===== src/rtl/mem_access.sv =====
// RV64/RV32 memory-access stage: drives the data-memory req/gnt/rvalid bus and registers the writeback bundle.
// Optional MEM_MISALIGN_TRAP_EN: trap misaligned accesses instead of forcing them to natural alignment.
module mem_access #(
  parameter int XLEN = 64
) (
  input  logic            clk,
  input  logic            resetn,
  input  logic [XLEN-1:0] alu_result,
  input  logic [XLEN-1:0] rs2_data,
  input  logic [XLEN-1:0] pc_in,
  input  logic [4:0]      rd,
  input  logic [2:0]      funct3,
  input  logic            reg_write_enable,
  input  logic            mem_read,
  input  logic            mem_write,
  input  logic            trap_in,
  input  logic [3:0]      trap_cause_in,
  input  logic            flush,
  output logic            mem_busy,
  output logic            dmem_req,
  output logic            dmem_we,
  output logic [XLEN-1:0] dmem_addr,
  output logic [XLEN-1:0] dmem_wdata,
  output logic [XLEN/8-1:0] dmem_wstrb,
  input  logic            dmem_gnt,
  input  logic            dmem_rvalid,
  input  logic [XLEN-1:0] dmem_rdata,
  output logic [XLEN-1:0] wb_data,
  output logic [4:0]      rd_out,
  output logic            reg_write_enable_out,
  output logic [XLEN-1:0] pc_out,
  output logic            trap_out,
  output logic [3:0]      trap_cause_out
);

  localparam int NB = XLEN / 8;
  localparam int OW = $clog2(NB);

`ifdef MEM_MISALIGN_TRAP_EN
  localparam logic TRAP_EN = 1'b1;
`else
  localparam logic TRAP_EN = 1'b0;
`endif

  typedef enum logic [1:0] {IDLE = 2'b00, REQ = 2'b01, WAIT = 2'b10} state_t;

  state_t          state;
  logic [OW-1:0]   off_r;
  logic [2:0]      funct3_r;
  logic [4:0]      rd_r;
  logic            rwe_r;
  logic [XLEN-1:0] pc_r;
  logic [XLEN-1:0] addr_r;

  logic [OW-1:0]   offset_s;
  logic [OW-1:0]   size_mask_s;
  logic [OW-1:0]   eff_off_s;
  logic            misaligned_s;
  logic            misalign_trap_s;
  logic [NB-1:0]   strb_base_s;
  logic [XLEN-1:0] rdata_shift_s;
  logic [XLEN-1:0] load_val_s;

  // Shift the access size up to the MSB, then shift back down logically or arithmetically.
  function automatic logic [XLEN-1:0] load_ext(input logic [XLEN-1:0] raw, input logic [2:0] f3);
    logic [XLEN-1:0] up;
    int sh;
    case (f3[1:0])
      2'b00:   sh = XLEN - 8;
      2'b01:   sh = XLEN - 16;
      2'b10:   sh = XLEN - 32;
      default: sh = 0;
    endcase
    up = raw << sh;
    if (f3[2]) load_ext = up >> sh;
    else       load_ext = $signed(up) >>> sh;
  endfunction

  // Decode access size, alignment and store strobes from the incoming bundle.
  always_comb begin
    offset_s = alu_result[OW-1:0];
    case (funct3[1:0])
      2'b00:   begin size_mask_s = OW'(3'd0); strb_base_s = NB'(8'h01); end
      2'b01:   begin size_mask_s = OW'(3'd1); strb_base_s = NB'(8'h03); end
      2'b10:   begin size_mask_s = OW'(3'd3); strb_base_s = NB'(8'h0F); end
      default: begin size_mask_s = OW'(3'd7); strb_base_s = NB'(8'hFF); end
    endcase
    misaligned_s    = |(offset_s & size_mask_s);
    eff_off_s       = offset_s & ~size_mask_s;
    misalign_trap_s = TRAP_EN & misaligned_s;
  end

  assign rdata_shift_s = dmem_rdata >> {off_r, 3'b000};
  assign load_val_s    = load_ext(rdata_shift_s, funct3_r);
  assign mem_busy      = (state != IDLE);

  // Stage FSM, bus request registers and writeback bundle.
  always_ff @(posedge clk or negedge resetn) begin
    if (!resetn) begin
      state                <= IDLE;
      off_r                <= {OW{1'b0}};
      funct3_r             <= 3'b000;
      rd_r                 <= 5'd0;
      rwe_r                <= 1'b0;
      pc_r                 <= {XLEN{1'b0}};
      addr_r               <= {XLEN{1'b0}};
      dmem_req             <= 1'b0;
      dmem_we              <= 1'b0;
      dmem_addr            <= {XLEN{1'b0}};
      dmem_wdata           <= {XLEN{1'b0}};
      dmem_wstrb           <= {NB{1'b0}};
      wb_data              <= {XLEN{1'b0}};
      rd_out               <= 5'd0;
      reg_write_enable_out <= 1'b0;
      pc_out               <= {XLEN{1'b0}};
      trap_out             <= 1'b0;
      trap_cause_out       <= 4'd0;
    end else begin
      case (state)
        IDLE: begin
          if (flush) begin
            reg_write_enable_out <= 1'b0;
            trap_out             <= 1'b0;
          end else if (trap_in || ((mem_read || mem_write) && misalign_trap_s)) begin
            wb_data              <= alu_result;
            rd_out               <= rd;
            pc_out               <= pc_in;
            reg_write_enable_out <= 1'b0;
            trap_out             <= 1'b1;
            if (trap_in)        trap_cause_out <= trap_cause_in;
            else if (mem_write) trap_cause_out <= 4'd6;
            else                trap_cause_out <= 4'd4;
          end else if (mem_read || mem_write) begin
            off_r                <= eff_off_s;
            funct3_r             <= funct3;
            rd_r                 <= rd;
            rwe_r                <= reg_write_enable;
            pc_r                 <= pc_in;
            addr_r               <= alu_result;
            dmem_req             <= 1'b1;
            dmem_we              <= mem_write;
            dmem_addr            <= {alu_result[XLEN-1:OW], {OW{1'b0}}};
            dmem_wdata           <= rs2_data << {eff_off_s, 3'b000};
            dmem_wstrb           <= mem_write ? (strb_base_s << eff_off_s) : {NB{1'b0}};
            reg_write_enable_out <= 1'b0;
            trap_out             <= 1'b0;
            state                <= REQ;
          end else begin
            wb_data              <= alu_result;
            rd_out               <= rd;
            pc_out               <= pc_in;
            reg_write_enable_out <= reg_write_enable;
            trap_out             <= 1'b0;
            trap_cause_out       <= 4'd0;
          end
        end
        REQ: begin
          reg_write_enable_out <= 1'b0;
          trap_out             <= 1'b0;
          if (dmem_gnt) begin
            dmem_req <= 1'b0;
            if (dmem_we) begin
              wb_data        <= addr_r;
              rd_out         <= rd_r;
              pc_out         <= pc_r;
              trap_cause_out <= 4'd0;
              state          <= IDLE;
            end else begin
              state <= WAIT;
            end
          end
        end
        WAIT: begin
          reg_write_enable_out <= 1'b0;
          trap_out             <= 1'b0;
          if (dmem_rvalid) begin
            wb_data              <= load_val_s;
            rd_out               <= rd_r;
            pc_out               <= pc_r;
            reg_write_enable_out <= rwe_r;
            trap_cause_out       <= 4'd0;
            state                <= IDLE;
          end
        end
        default: state <= IDLE;
      endcase
    end
  end

endmodule


===== config.mk =====
export PLATFORM = sky130hd
export DESIGN_NAME = mem_access
export DESIGN_NICKNAME = d
export VERILOG_FILES = /design/src/rtl/mem_access.sv
export SDC_FILE = /design/constraint.sdc
export NUM_CORES = 1
export LEC_CHECK = 0
export CORE_MARGIN = 2
export CORE_UTILIZATION = 44
export DETAILED_ROUTE_END_ITERATION = 12
export GPL_TIMING_DRIVEN = 0
export PLACE_DENSITY = 0.77
export SYNTH_ARGS = -nofsm -noshare
export SYNTH_HDL_FRONTEND = slang
export SYNTH_SLANG_ARGS = --single-unit

===== constraint.sdc =====
create_clock -name clk -period 2.2 [get_ports clk]
set_input_delay 0.22 -clock clk [delete_from_list [all_inputs] [get_ports clk]]
set_output_delay 0.22 -clock clk [all_outputs]
set_load 0.02 [all_outputs]

After elaboration in Yosys (flattened, before gate mapping)
Index checks and enable logic that the tools add are counted.
{"block": "word_totals", "reg_bits": 416, "input_bits": 277, "word_cells": 107}
{"block": "classes", "n_reduce_logical": 13, "eq_ne": 13, "muxes": 53, "shift": 6, "n_bitwise": 4}
{"cell": "64-bit 2-to-1 mux", "count": 13}
{"cell": "64-bit case mux with 3 select lines", "count": 2}
{"cell": "64-bit by 32-bit left shift with 64-bit output", "count": 1}
{"cell": "64-bit by 6-bit left shift with 64-bit output", "count": 1}
{"cell": "64-bit by 32-bit >> shifter with 64-bit output", "count": 1}
{"cell": "64-bit by 6-bit >> shifter with 64-bit output", "count": 1}
{"cell": "64-bit by 32-bit >>> shifter with 64-bit output", "count": 1}
{"cell": "5-bit 2-to-1 mux", "count": 6}
{"cell": "4-bit 2-to-1 mux", "count": 6}
{"cell": "8-bit case mux with 3 select lines", "count": 1}
{"cell": "6-bit case mux with 3 select lines", "count": 1}
{"cell": "5-bit case mux with 3 select lines", "count": 1}
{"cell": "2-bit 2-to-1 mux", "count": 6}
{"cell": "2-bit inequality test, second input constant", "count": 6}
{"cell": "4-bit case mux with 3 select lines", "count": 1}
{"cell": "1-bit 2-to-1 mux", "count": 10}
{"cell": "5-bit AND reduction", "count": 2}
{"cell": "3-bit case mux with 3 select lines", "count": 1}
{"cell": "8-bit 2-to-1 mux", "count": 1}
{"cell": "8-bit by 3-bit left shift with 8-bit output", "count": 1}
{"cell": "2-bit by 1-bit == test with 1-bit output, second input constant", "count": 3}
{"cell": "2-bit == test, second input constant", "count": 3}
{"cell": "2-bit logical NOT", "count": 3}
{"cell": "2-bit case mux with 3 select lines", "count": 1}
{"cell": "12 further kinds", "count": 16}

Depth between registers and ports, before layout
{"block": "logic_depth", "ltp_word": 7, "ltp_mapped": 10, "mapped_depth_nobuf": 7}

Least setup slack after synthesis
OpenSTA, ideal clock, no wires.
{"block": "synth_path", "path_kind": "reg-to-reg", "start": "register state[1]", "end": "register wb_data[46]", "period_less_slack_ns": 2.298, "n_path_buf": 2, "stages_incl_launch_ff": 9, "slack_ns": -0.098, "t_arrival_ns": 2.147, "cell_sequence": "dfrtp_1 -> inv_1 -> ha_1 -> a221o_1 -> or2_1 -> buf_2 -> nor4_4 -> buf_6 -> a221oi_2"}
{"block": "synth_via", "elab_chain_len": 3}
{"element": "from (decl)", "line": "47", "source": "state_t state;"}
{"element": "from (signal assigned)", "line": "100", "source": "state <= IDLE;"}
{"element": "from (signal assigned)", "line": "147", "source": "state <= REQ;"}
{"element": "from (signal assigned)", "line": "167", "source": "state <= IDLE;"}
{"element": "2-bit == test (tied with other cells)", "line": "119", "source": "case (state)"}
{"element": "2-bit inequality test (no line) (tied with other cells)"}
{"element": "6-bit AND reduction (no line)"}
{"element": "to (signal assigned)", "line": "112", "source": "wb_data <= {XLEN{1'b0}};"}
{"element": "to (signal assigned)", "line": "125", "source": "wb_data <= alu_result;"}
{"element": "to (signal assigned)", "line": "149", "source": "wb_data <= alu_result;"}
{"element": "to (decl)", "line": "28", "source": "output logic [XLEN-1:0] wb_data,"}
Several ways; a longest one is shown, not always the timed one.
A chain may end at the register's enable or synchronous reset.

Worst setup path after layout
{"block": "layout_path", "start": "register state[0]", "end": "register wb_data[50]"}
Same word-level chain as after synthesis.

==> out/qor.yml <==
synth_edf_count: 0
ctsRootBufferMaster: "clkbuf_16"
cts_made_buffers: 41
cp_max_fo: 7
hold_class: "in2reg"
synth-compound-area-share_pct: 16.08
num_io_pins: 555
gr-total-overflow: 0
cts_sinks: 355
maxCapViolCount: 0
grt.met3_usage_pct: 10.06
grt_max_degree: 117
grt_pass1_wl_um: 131800
power_density_mw_per_mm2: 1740
synth.most_common_cell: "nand2_1"
synthCells: 2079
cts_tree: "done"
startpoint_type: "flop"
vias: 20113
rsz0062_at_grt: "true"
grt_pass1_vias: 20335
synth_top_family_by_area: "simple AND/OR/NAND/NOR gates"
violations: "negative setup slack"
drive_gt1_share_pct: 22.57
tightest_slew_ns: 0.6542
core_mm2: 0.04393
critPathKind: "reg2reg"
syn_avg_cell_area_um2: 9.358
irDropWorstVdd_mv: 0.8848
place_congestion: 0.9786
finalMaxSlewViolations: 0
crit_required_ns: 2.66
wl_um: 91210
hold_slack_ns: 0.07189
vias_per_cell: 5.997
antenna_left: 0
path_clk_slew_ns: 0.07
synth.top_cell.area_share_pct: 45.66
hold_viol: 0
yosysWarnings: 0
synthAdderAreaFrac_pct: 0.2572
use_met2_pct: 63.12
ys_types: 70
ys_seq_area_share_pct: 45.66
rows: 77
syn_to_final_growth_pct: 51.75
top_usage_layer: "met2"
period_minus_slack_ns: 2.375
track_usage_pct: 38.27
nNetsFinal: 3006
synth.top_cells.by_area: "dfrtp_1, nand2_1, mux2i_1"
dr.pass1.iters: 6
fin_skew_ns: 0.02313
synth_mux_area_share_pct: 15.00
use_met1_pct: 45.55
ctsHtreeMaxLevel: 2
synth_seq_cells: 355
power_leakage_uw: 0.01323
dp_hpwl_um: 68070
min_period_over_period_pct: 107.9
drt-initial-drc-count: 2008
syn_area_mm2: 0.01946
finalSetupViolCount: 107
numPortBuffers: 550
start_util_pct: 44.29
fin_setup_tns_ns: -7.781
slew-limit-headroom_pct: 56.39
status: "finished, violations left"
synth_top_area_cell: "dfrtp_1"
worst_slack_ns: -0.1746
yosys.area_share.simple_pct: 16.61
synthTopCellsByCount: "nand2_1, dfrtp_1, mux2i_1"
endpoint_kind: "flop"
die_area_mm2: 0.04592
arrival_ns: 2.84
synthFlopType: "dfrtp_1"
die_y_um: 214.3
power_uw: 51370
wl_per_cell_um: 27.19
post-route-drc-count: 0
async_flop_share_pct: 100.0
insertion_delay_ns: 0.59
synth_xor_area_share_pct: 0
antenna_found_initial: 10
cts_buffer_depth: 3
die_x_um: 214.3
clock.fmax_mhz: 421.1
-- cells in the final DEF (no fill, tap or decap), drive strengths merged, types with 4 or more instances in the layout --
| cell | count |
|---|---|
| clkdlybuf4s50 | 547 |
| mux4 | 40 |
| o21ai | 166 |
| bufinv | 4 |
| clkinvlp | 4 |
| o2bb2ai | 17 |
| buf | 171 |
| a221o | 6 |
| o211ai | 8 |
| o221ai | 4 |
| mux2 | 18 |
| nand2 | 587 |
| dfrtp | 355 |
| inv | 17 |
| diode | 6 |
| nand3 | 17 |
| nor2 | 89 |
| a211oi | 11 |
| o22ai | 26 |
| a21oi | 55 |
| a22oi | 30 |
| mux2i | 181 |
| a21o | 5 |
| o21a | 4 |
| nor3 | 12 |
| a221oi | 52 |
| a22o | 34 |
| clkbuf | 158 |
| clkinv | 10 |
| ha | 4 |
| a31oi | 8 |
| a41oi | 7 |
| nand2b | 9 |
| and2 | 27 |
| nor2b | 25 |
-- per-stage QoR --
stage	setup slack (ns)	cell area [um2]	utilization, %	instances
after floorplan	0.003618	19460	-	2081
after global placement	-14.72	25710	58.52	3223
after detailed placement	-1.313	25800	58.72	3226
after CTS	-0.1087	28460	64.79	3327
after global routing	-0.2066	29520	67.19	3352
final	-0.1746	29520	67.20	3354
-- area by class of cell --
class,count,area (um2)
Antenna cell,6,15.01
Buffer,214,1638
Clock buffer,54,1196
Clock inverter,20,244.0
Fill cell,3470,14410
Inverter,15,57.56
Multi-Input combinational cell,1487,10440
Sequential cell,355,8886
Tap cell,592,740.7
Timing Repair Buffer,611,6311
-- where the power goes --
group          internal, uW  total (uW)  switching [uW]
clock network          4330        7360            3020
registers              9700       12200            2460
logic                 14400       31800           17500
-- registers in the layout, indices dropped and copies added (netlist names), 4 cells and up --
register and cells:
pc_out 64, dmem_wstrb 8, pc_r 64, trap_cause_out 4
wb_data 64, addr_r 64, rd_r 5, rd_out 5
dmem_wdata 64
-- worst max-delay path, stage by stage (launching register included) --
cell	delay, ns
dfrtp_1	0.42
buf_6	0.14
ha_4	0.15
a221o_2	0.35
or2_1	0.24
buf_8	0.14
nor4_4	0.33
buf_12	0.19
buf_12	0.11
buf_16	0.11
a221oi_2	0.06
-- timing repair --
item | CTS | global route
gates cloned | 6 | 5
resized for setup | 303 | 310
pin swaps | 34 | 79
setup buffers | 27 | 22
hold buffers | 1 | 0
hold endpoints to repair | 63 | 0
endpoints found under the setup margin | 354 | 340
-- worst paths after layout --
path	from	slack, ns	endpoint	depth (start not counted)
min in group asynchronous	resetn	0.18	dmem_wdata[49]	2
min	funct3[0]	0.07	funct3_r[0]	3
max reg2reg	state[0]	-0.17	wb_data[50]	10
max in group asynchronous	resetn	0.93	funct3_r[0]	3
min reg2reg	addr_r[2]	0.47	addr_r[2]	2
max	state[0]	-0.17	wb_data[50]	10
-- metal layers --
| layer | up-vias | part of all wire, % |
|---|---|---|
| met5 | - | 0.037 |
| met4 | 6 | 7.1 |
| met3 | 362 | 9.6 |
| met2 | 1278 | 47 |
| met1 | 9921 | 36 |
| li1 | 8546 | - |
-- cell families (layout without fill, tap and decap cells) --
logic type,after synthesis,count (layout)
other,1,9
adders and majority gates,4,4
DFF,355,355
and+or+nand+nor,785,785
buffers and inverters,239,914
muxes,239,239
AOI/OAI and AO/OA,456,456
Power figures use the tool's default switching activity.
